## src/rtl/xbus_arbiter_pkg.sv

```systemverilog
// xbus_arbiter_pkg
//   Shared definitions for the xbus arbiter:
//   - xa_state_e : sequencer state encoding (XA_IDLE / XA_BUSY)
//   - XA_M0/XA_M1: master indices, also used as the round-robin history value
package xbus_arbiter_pkg;

  typedef enum logic {
    XA_IDLE = 1'b0,
    XA_BUSY = 1'b1
  } xa_state_e;

  // M0 = data-side load/store path, M1 = instruction fetch
  localparam logic XA_M0 = 1'b0;
  localparam logic XA_M1 = 1'b1;

endpackage

```

## src/rtl/xbus_arbiter_rr_arb2.sv

```systemverilog
// rr_arb2
//   Purely combinational two-way round-robin pick.
//   Ports:
//     req[1:0]   : request lines, bit i = master i
//     last_grant : index of the master that won the previous arbitration
//     gnt[1:0]   : one-hot grant (all zero when nothing requests)
//     grant      : index of the winner (meaningful only when |req)
module rr_arb2
  import xbus_arbiter_pkg::*;
(
  input  logic [1:0] req,
  input  logic       last_grant,
  output logic [1:0] gnt,
  output logic       grant
);

  always_comb begin
    grant = XA_M0;
    gnt   = 2'b00;
    case (req)
      2'b01: grant = XA_M0;
      2'b10: grant = XA_M1;
      // On a tie the master that did not win last time goes first.
      2'b11: grant = (last_grant == XA_M1) ? XA_M0 : XA_M1;
      default: grant = XA_M0;
    endcase
    if (req != 2'b00) begin
      gnt = (grant == XA_M1) ? 2'b10 : 2'b01;
    end
  end

endmodule

```

## src/rtl/xbus_arbiter.sv

```systemverilog
// xbus_arbiter
//   Two-master, single-slave arbiter/sequencer for the external bus.
//   M0 is the load/store path, M1 is instruction fetch. In IDLE a request is
//   picked round-robin and its fields are latched; in BUSY the latched
//   transfer is held on xbus until xbus_ready, or until TIMEOUT BUSY cycles
//   pass without it, in which case the owner gets ack+err.
//   Ports:
//     clk, rst                     : clock, synchronous active-high reset
//     m0_* / m1_*                  : master request side (req, we, be, addr,
//                                    wdata in; ack, err, rdata out)
//     xbus_valid/we/be/addr/wdata  : transfer presented to the slave
//     xbus_rdata, xbus_ready       : slave response
//     busy                         : sequencer is in BUSY
module xbus_arbiter
  import xbus_arbiter_pkg::*;
#(
  parameter int ADDR_W  = 32,
  parameter int DATA_W  = 32,
  parameter int TIMEOUT = 255
) (
  input  logic              clk,
  input  logic              rst,
  input  logic              m0_req,
  input  logic              m0_we,
  input  logic [3:0]        m0_be,
  input  logic [ADDR_W-1:0] m0_addr,
  input  logic [DATA_W-1:0] m0_wdata,
  output logic              m0_ack,
  output logic              m0_err,
  output logic [DATA_W-1:0] m0_rdata,
  input  logic              m1_req,
  input  logic              m1_we,
  input  logic [3:0]        m1_be,
  input  logic [ADDR_W-1:0] m1_addr,
  input  logic [DATA_W-1:0] m1_wdata,
  output logic              m1_ack,
  output logic              m1_err,
  output logic [DATA_W-1:0] m1_rdata,
  output logic              xbus_valid,
  output logic              xbus_we,
  output logic [3:0]        xbus_be,
  output logic [ADDR_W-1:0] xbus_addr,
  output logic [DATA_W-1:0] xbus_wdata,
  input  logic [DATA_W-1:0] xbus_rdata,
  input  logic              xbus_ready,
  output logic              busy
);

  // The counter only has to reach TIMEOUT-1.
  localparam int              CNT_W   = (TIMEOUT > 1) ? $clog2(TIMEOUT) : 1;
  localparam bit              TO_EN   = (TIMEOUT != 0);
  localparam logic [CNT_W-1:0] TO_LAST = CNT_W'((TIMEOUT > 0) ? TIMEOUT - 1 : 0);

  xa_state_e         state_reg, state_next;
  logic              owner_reg, owner_next;
  logic              last_grant_reg, last_grant_next;
  logic [CNT_W-1:0]  cnt_reg, cnt_next;
  logic              we_reg, we_next;
  logic [3:0]        be_reg, be_next;
  logic [ADDR_W-1:0] addr_reg, addr_next;
  logic [DATA_W-1:0] wdata_reg, wdata_next;

  logic [1:0]        req_vec;
  logic [1:0]        gnt;
  logic              grant_idx;

  logic              resp_ack;
  logic              resp_err;
  logic [DATA_W-1:0] resp_rdata;

  assign req_vec = {m1_req, m0_req};

  rr_arb2 u_rr_arb2 (
    .req        (req_vec),
    .last_grant (last_grant_reg),
    .gnt        (gnt),
    .grant      (grant_idx)
  );

  always_ff @(posedge clk) begin
    if (rst) begin
      state_reg      <= XA_IDLE;
      owner_reg      <= XA_M0;
      last_grant_reg <= XA_M1;
      cnt_reg        <= '0;
      we_reg         <= 1'b0;
      be_reg         <= '0;
      addr_reg       <= '0;
      wdata_reg      <= '0;
    end else begin
      state_reg      <= state_next;
      owner_reg      <= owner_next;
      last_grant_reg <= last_grant_next;
      cnt_reg        <= cnt_next;
      we_reg         <= we_next;
      be_reg         <= be_next;
      addr_reg       <= addr_next;
      wdata_reg      <= wdata_next;
    end
  end

  always_comb begin
    state_next      = state_reg;
    owner_next      = owner_reg;
    last_grant_next = last_grant_reg;
    cnt_next        = cnt_reg;
    we_next         = we_reg;
    be_next         = be_reg;
    addr_next       = addr_reg;
    wdata_next      = wdata_reg;
    resp_ack        = 1'b0;
    resp_err        = 1'b0;
    resp_rdata      = '0;

    case (state_reg)
      XA_IDLE: begin
        if (req_vec != 2'b00) begin
          state_next      = XA_BUSY;
          owner_next      = grant_idx;
          last_grant_next = grant_idx;
          cnt_next        = '0;
          we_next         = gnt[1] ? m1_we    : m0_we;
          be_next         = gnt[1] ? m1_be    : m0_be;
          addr_next       = gnt[1] ? m1_addr  : m0_addr;
          wdata_next      = gnt[1] ? m1_wdata : m0_wdata;
        end
      end
      XA_BUSY: begin
        // Ready is checked first so it wins over a same-cycle timeout.
        if (xbus_ready) begin
          resp_ack   = 1'b1;
          resp_rdata = xbus_rdata;
          state_next = XA_IDLE;
          cnt_next   = '0;
        end else if (TO_EN && (cnt_reg == TO_LAST)) begin
          resp_ack   = 1'b1;
          resp_err   = 1'b1;
          state_next = XA_IDLE;
          cnt_next   = '0;
        end else begin
          cnt_next = cnt_reg + 1'b1;
        end
      end
      default: state_next = XA_IDLE;
    endcase
  end

  assign busy       = (state_reg == XA_BUSY);
  assign xbus_valid = busy;
  assign xbus_we    = we_reg;
  assign xbus_be    = be_reg;
  assign xbus_addr  = addr_reg;
  assign xbus_wdata = wdata_reg;

  // Response is steered to the owner only; the other master sees zeros.
  assign m0_ack   = resp_ack & (owner_reg == XA_M0);
  assign m0_err   = resp_err & (owner_reg == XA_M0);
  assign m0_rdata = (owner_reg == XA_M0) ? resp_rdata : '0;
  assign m1_ack   = resp_ack & (owner_reg == XA_M1);
  assign m1_err   = resp_err & (owner_reg == XA_M1);
  assign m1_rdata = (owner_reg == XA_M1) ? resp_rdata : '0;

endmodule

```

## config.mk

```make
export PLATFORM = sky130hd
export DESIGN_NAME = xbus_arbiter
export DESIGN_NICKNAME = d
export VERILOG_FILES = /design/src/rtl/xbus_arbiter_pkg.sv /design/src/rtl/xbus_arbiter_rr_arb2.sv /design/src/rtl/xbus_arbiter.sv
export SDC_FILE = /design/constraint.sdc
export NUM_CORES = 1
export LEC_CHECK = 0
export CAP_MARGIN = 20
export CORE_AREA = 5 5 118 120
export CTS_BUF_LIST = sky130_fd_sc_hd__clkbuf_4
export DETAILED_ROUTE_END_ITERATION = 8
export DIE_AREA = 0 0 123 125
export PLACE_DENSITY = 0.78
export SKIP_CTS_REPAIR_TIMING = 1
export SYNTH_ARGS = -nofsm -noshare
export SYNTH_HDL_FRONTEND = slang
export SYNTH_HIERARCHICAL = 1
export SYNTH_SLANG_ARGS = --single-unit
```

## constraint.sdc

```tcl
create_clock -name clk -period 2.5 [get_ports clk]
set_input_delay 0.375 -clock clk [delete_from_list [all_inputs] [get_ports clk]]
set_output_delay 0.375 -clock clk [all_outputs]
set_load 0.005 [all_outputs]
```

# After elaboration in Yosys (flattened, before gate mapping)
# Index checks and enable logic that the tools add are counted.
[totals]
ff_bits = 80
out_inout_bits = 139
in_bits = 175
word_cells = 46
[classes]
n_reduce_logical = 2
n_eq_ne = 4
muxes = 25
add_sub_neg = 1
bitwise = 6
[ops]
columns = ["operator", "count"]
rows = [
  ["two-way mux 32 bit", 6],
  ["two-way mux 8 bit", 3],
  ["case mux 8 bit (2 select lines)", 1],
  ["two-way mux 1 bit", 10],
  ["adder 8 x 1 -> 8 bit, second input constant", 1],
  ["equality test 8 bit, second input constant", 1],
  ["bitwise AND 1 bit", 4],
  ["equality test 2 bit, second input constant", 2],
  ["two-way mux 2 bit", 2],
  ["two-way mux 4 bit", 1],
  ["case mux 1 bit (2 select lines)", 2],
  ["inequality test 2 bit, second input constant", 1],
  ["inverter 1 bit", 2],
  ["AND reduction 2 bit", 1],
  ["nonzero test 2 bit", 1],
]

# Logic depth before layout (Yosys ltp)
[logic_depth]
depth_word = 5
depth_mapped = 6
ltp_nobuf = 6

# Modules after synthesis
# Netlist, hierarchy kept.
[modules_own_cells]
columns = ["module", "cells_per_inst", "area_per_inst_um2", "seq_area_each_um2", "n_inst"]
rows = [
  ["xbus_arbiter", 453, 4051.4, 1601.5, 1],
  ["rr_arb2", 4, 26.3, 0.0, 1],
]

# Worst setup path before layout
# OpenSTA, ideal clock, no wires.
[synth_timing]
path_kind = "flip-flop to output port"
start = "register cnt_reg[0]"
end = "output port m0_ack"
stages_incl_launch_ff = 7
required_time_ps = 2125
path_buffers = 0
path_slack_ps = 811
arrival_ps = 1314
path_cell_list = "dfxtp_1 -> inv_1 -> ha_1 -> and3_1 -> and2_4 -> o21ai_0 -> nor2_1"
[synth_via]
elab_chain_cells = 5
[synth_rtl]
columns = ["element", "line_no", "source"]
rows = [
  ["from (decl)", "xbus_arbiter.sv:57", "logic [CNT_W-1:0] cnt_reg, cnt_next;"],
  ["from (signal assigned)", "xbus_arbiter.sv:94", "cnt_reg <= cnt_next;"],
  ["equality test 8 bit", "xbus_arbiter.sv:135", "end else if (TO_EN && (cnt_reg == TO_LAST)) begin"],
  ["two-way mux 1 bit", "xbus_arbiter.sv:135", ""],
  ["two-way mux 1 bit", "xbus_arbiter.sv:130", "if (xbus_ready) begin"],
  ["two-way mux 1 bit", "xbus_arbiter.sv:115", "case (state_reg)"],
  ["bitwise AND 1 bit", "xbus_arbiter.sv:156", "assign m0_ack = resp_ack & (owner_reg == XA_M0);"],
  ["to (decl)", "xbus_arbiter.sv:28", "output logic m0_ack,"],
]
# No other way between the ends.

# Worst setup path after layout
[layout_timing]
start = "input port xbus_ready"
end = "output port m1_rdata[29]"
[layout_via]
elab_chain_cells = 3
[layout_rtl]
columns = ["element", "line_no", "source"]
rows = [
  ["from (decl)", "xbus_arbiter.sv:45", "input logic xbus_ready,"],
  ["two-way mux 32 bit", "xbus_arbiter.sv:130", ""],
  ["two-way mux 32 bit", "xbus_arbiter.sv:115", ""],
  ["two-way mux 32 bit", "xbus_arbiter.sv:161", "assign m1_rdata = (owner_reg == XA_M1) ? resp_rdata : '0;"],
  ["to (decl)", "xbus_arbiter.sv:38", "output logic [DATA_W-1:0] m1_rdata,"],
]
# No other way between the ends.

==> out/metrics.cfg <==
[run_status]
status=finished, final reports clean

[setup_path]
r2r_setup_slack_ns=0.92
end_kind=primary output
critPathKind=primary input to primary output
cp-start-kind=primary input
cp.arrival_ns=1.98
worstPathRequired_ns=2.12
critPathMaxFanout=32

[route]
detail-route-antenna-nets=0
wirelength_mm=14.9
drtPass1Iterations=4
remaining_drc_errors=0
vias=4347
drt_iter0_drc=97
via_per_inst=4.67
routedWlPerCell_um=16.0

[layout]
multi_input_area_sq_um=2290
area_growth_pct=85.2
stdcell_count=931
drive_gt1_share_pct=5.05
fin_nets=925
regArea_sq_um=1610
fill_cells=1133

[sta]
setup_viol=0
fin_crit_sh_pct=94.2
rsz0062_at_grt=no
setup_tns_ns=0
setup_ws_ns=0.145
worst_pin_slew_ns=0.563
hold_violations=0
slew_violations=0
clock.fmax_mhz=425
fin_crit_ns=2.35
fin_worst_skew_ns=0.0180
slew_headroom_pct=62.5

[cts]
cts_buffers=9
root_buffer=clkbuf_4
clk_pin_slew_ns=0.12
clock_sinks=80
cts_buffer_depth=2
clk_latency_ns=0.41
h-tree-depth=3
cts_tree=done

[floorplan]
io_pins=314
dieHeight_um=125
chipWidth_um=123
core_sq_um=12900
std_cell_rows=42
start_util_pct=31.6
die_area_sq_um=15400

[global_route]
grtUsageTotal_pct=18.5
antenna_found_initial=2
grt_pass1_vias=4415
grt_pass1_wl_mm=22.6
grt_max_degree=80
grt_overflow_total=0

[yosys]
syn-num-nets=632
post_synth.cell_area_avg_sq_um=8.94
yosysWarnings=6
syn_inst=455
synth_area_sq_um=4070

[place]
dp_slack_ns=0.183
hpwl_mm=12.5
io_buffers=313
dp.cells=913
gp_congestion=0.828

[power_and_ir_drop]
fin_total_pwr_mw=3.25
p_leak_nw=2.91
power.density_nw_per_um2=431
peakVddDrop_mv=0.228

[run]
drv_cap=0

[hold_path]
holdCritPathClass=primary input to register

## cell type report
type	instances	share of cell area, %
Antenna cell	2	0.0665
Clock buffer	9	0.897
Clock inverter	7	0.947
Inverter	2	0.0997
Multi-Input combinational cell	334	30.4
Sequential cell	80	21.4
Tap cell	176	2.92
Timing Repair Buffer	321	43.3
## metal layers
metal | share of wire, % | vias up | track usage [%]
li1 | - | 2195 | -
met1 | 33 | 1931 | 17.6
met2 | 54 | 198 | 35.2
met3 | 11 | 23 | 7.14
met4 | 2.6 | 0 | 6.84
met5 | 0 | - | 0
## power breakdown
group / internal, mW / switching (mW)
Clock: 0.305 / 0.454
Sequential: 1.39 / 0.0655
Combinational: 0.647 / 0.381
Total: 2.35 / 0.900
## cells in the final DEF (no fill, tap or decap), types with 3 or more instances in the layout
master,count
a211oi_1,70
a21oi_1,8
and2_1,64
and3_1,3
buf_12,5
buf_4,3
clkbuf_4,9
clkdlybuf4s50_1,308
dfxtp_1,77
dlymetal6s2s_1,4
mux2i_1,70
nand2_1,7
nand3_1,5
nor2_1,76
## worst max-delay path, cell delays in order
cell,delay (ns)
clkdlybuf4s50_1,0.54
and3_1,0.23
buf_12,0.17
and2_1,0.14
clkdlybuf4s50_1,0.52
## final timing paths
path                                start                 endpoint  depth (start not counted)
setup / recovery               xbus_ready             m1_rdata[29]                          5
hold reg to reg   cnt_reg[5]$_SDFFE_PP0P_  cnt_reg[5]$_SDFFE_PP0P_                          1
setup reg to reg  cnt_reg[0]$_SDFFE_PP0P_  cnt_reg[0]$_SDFFE_PP0P_                          6
hold / removal                        rst  cnt_reg[0]$_SDFFE_PP0P_                          2
## stage by stage
step / util, % / instance area [sq um] / hold slack (ns)
finish: 58.5 / 7530 / 0.307
floorplan: - / 4070 / 0.447
global placement: 57.2 / 7360 / 0.473
detailed placement: 57.2 / 7360 / 0.478
global route: 58.5 / 7530 / 0.267
CTS: 58.3 / 7500 / 0.267
Power figures use the tool's default switching activity.
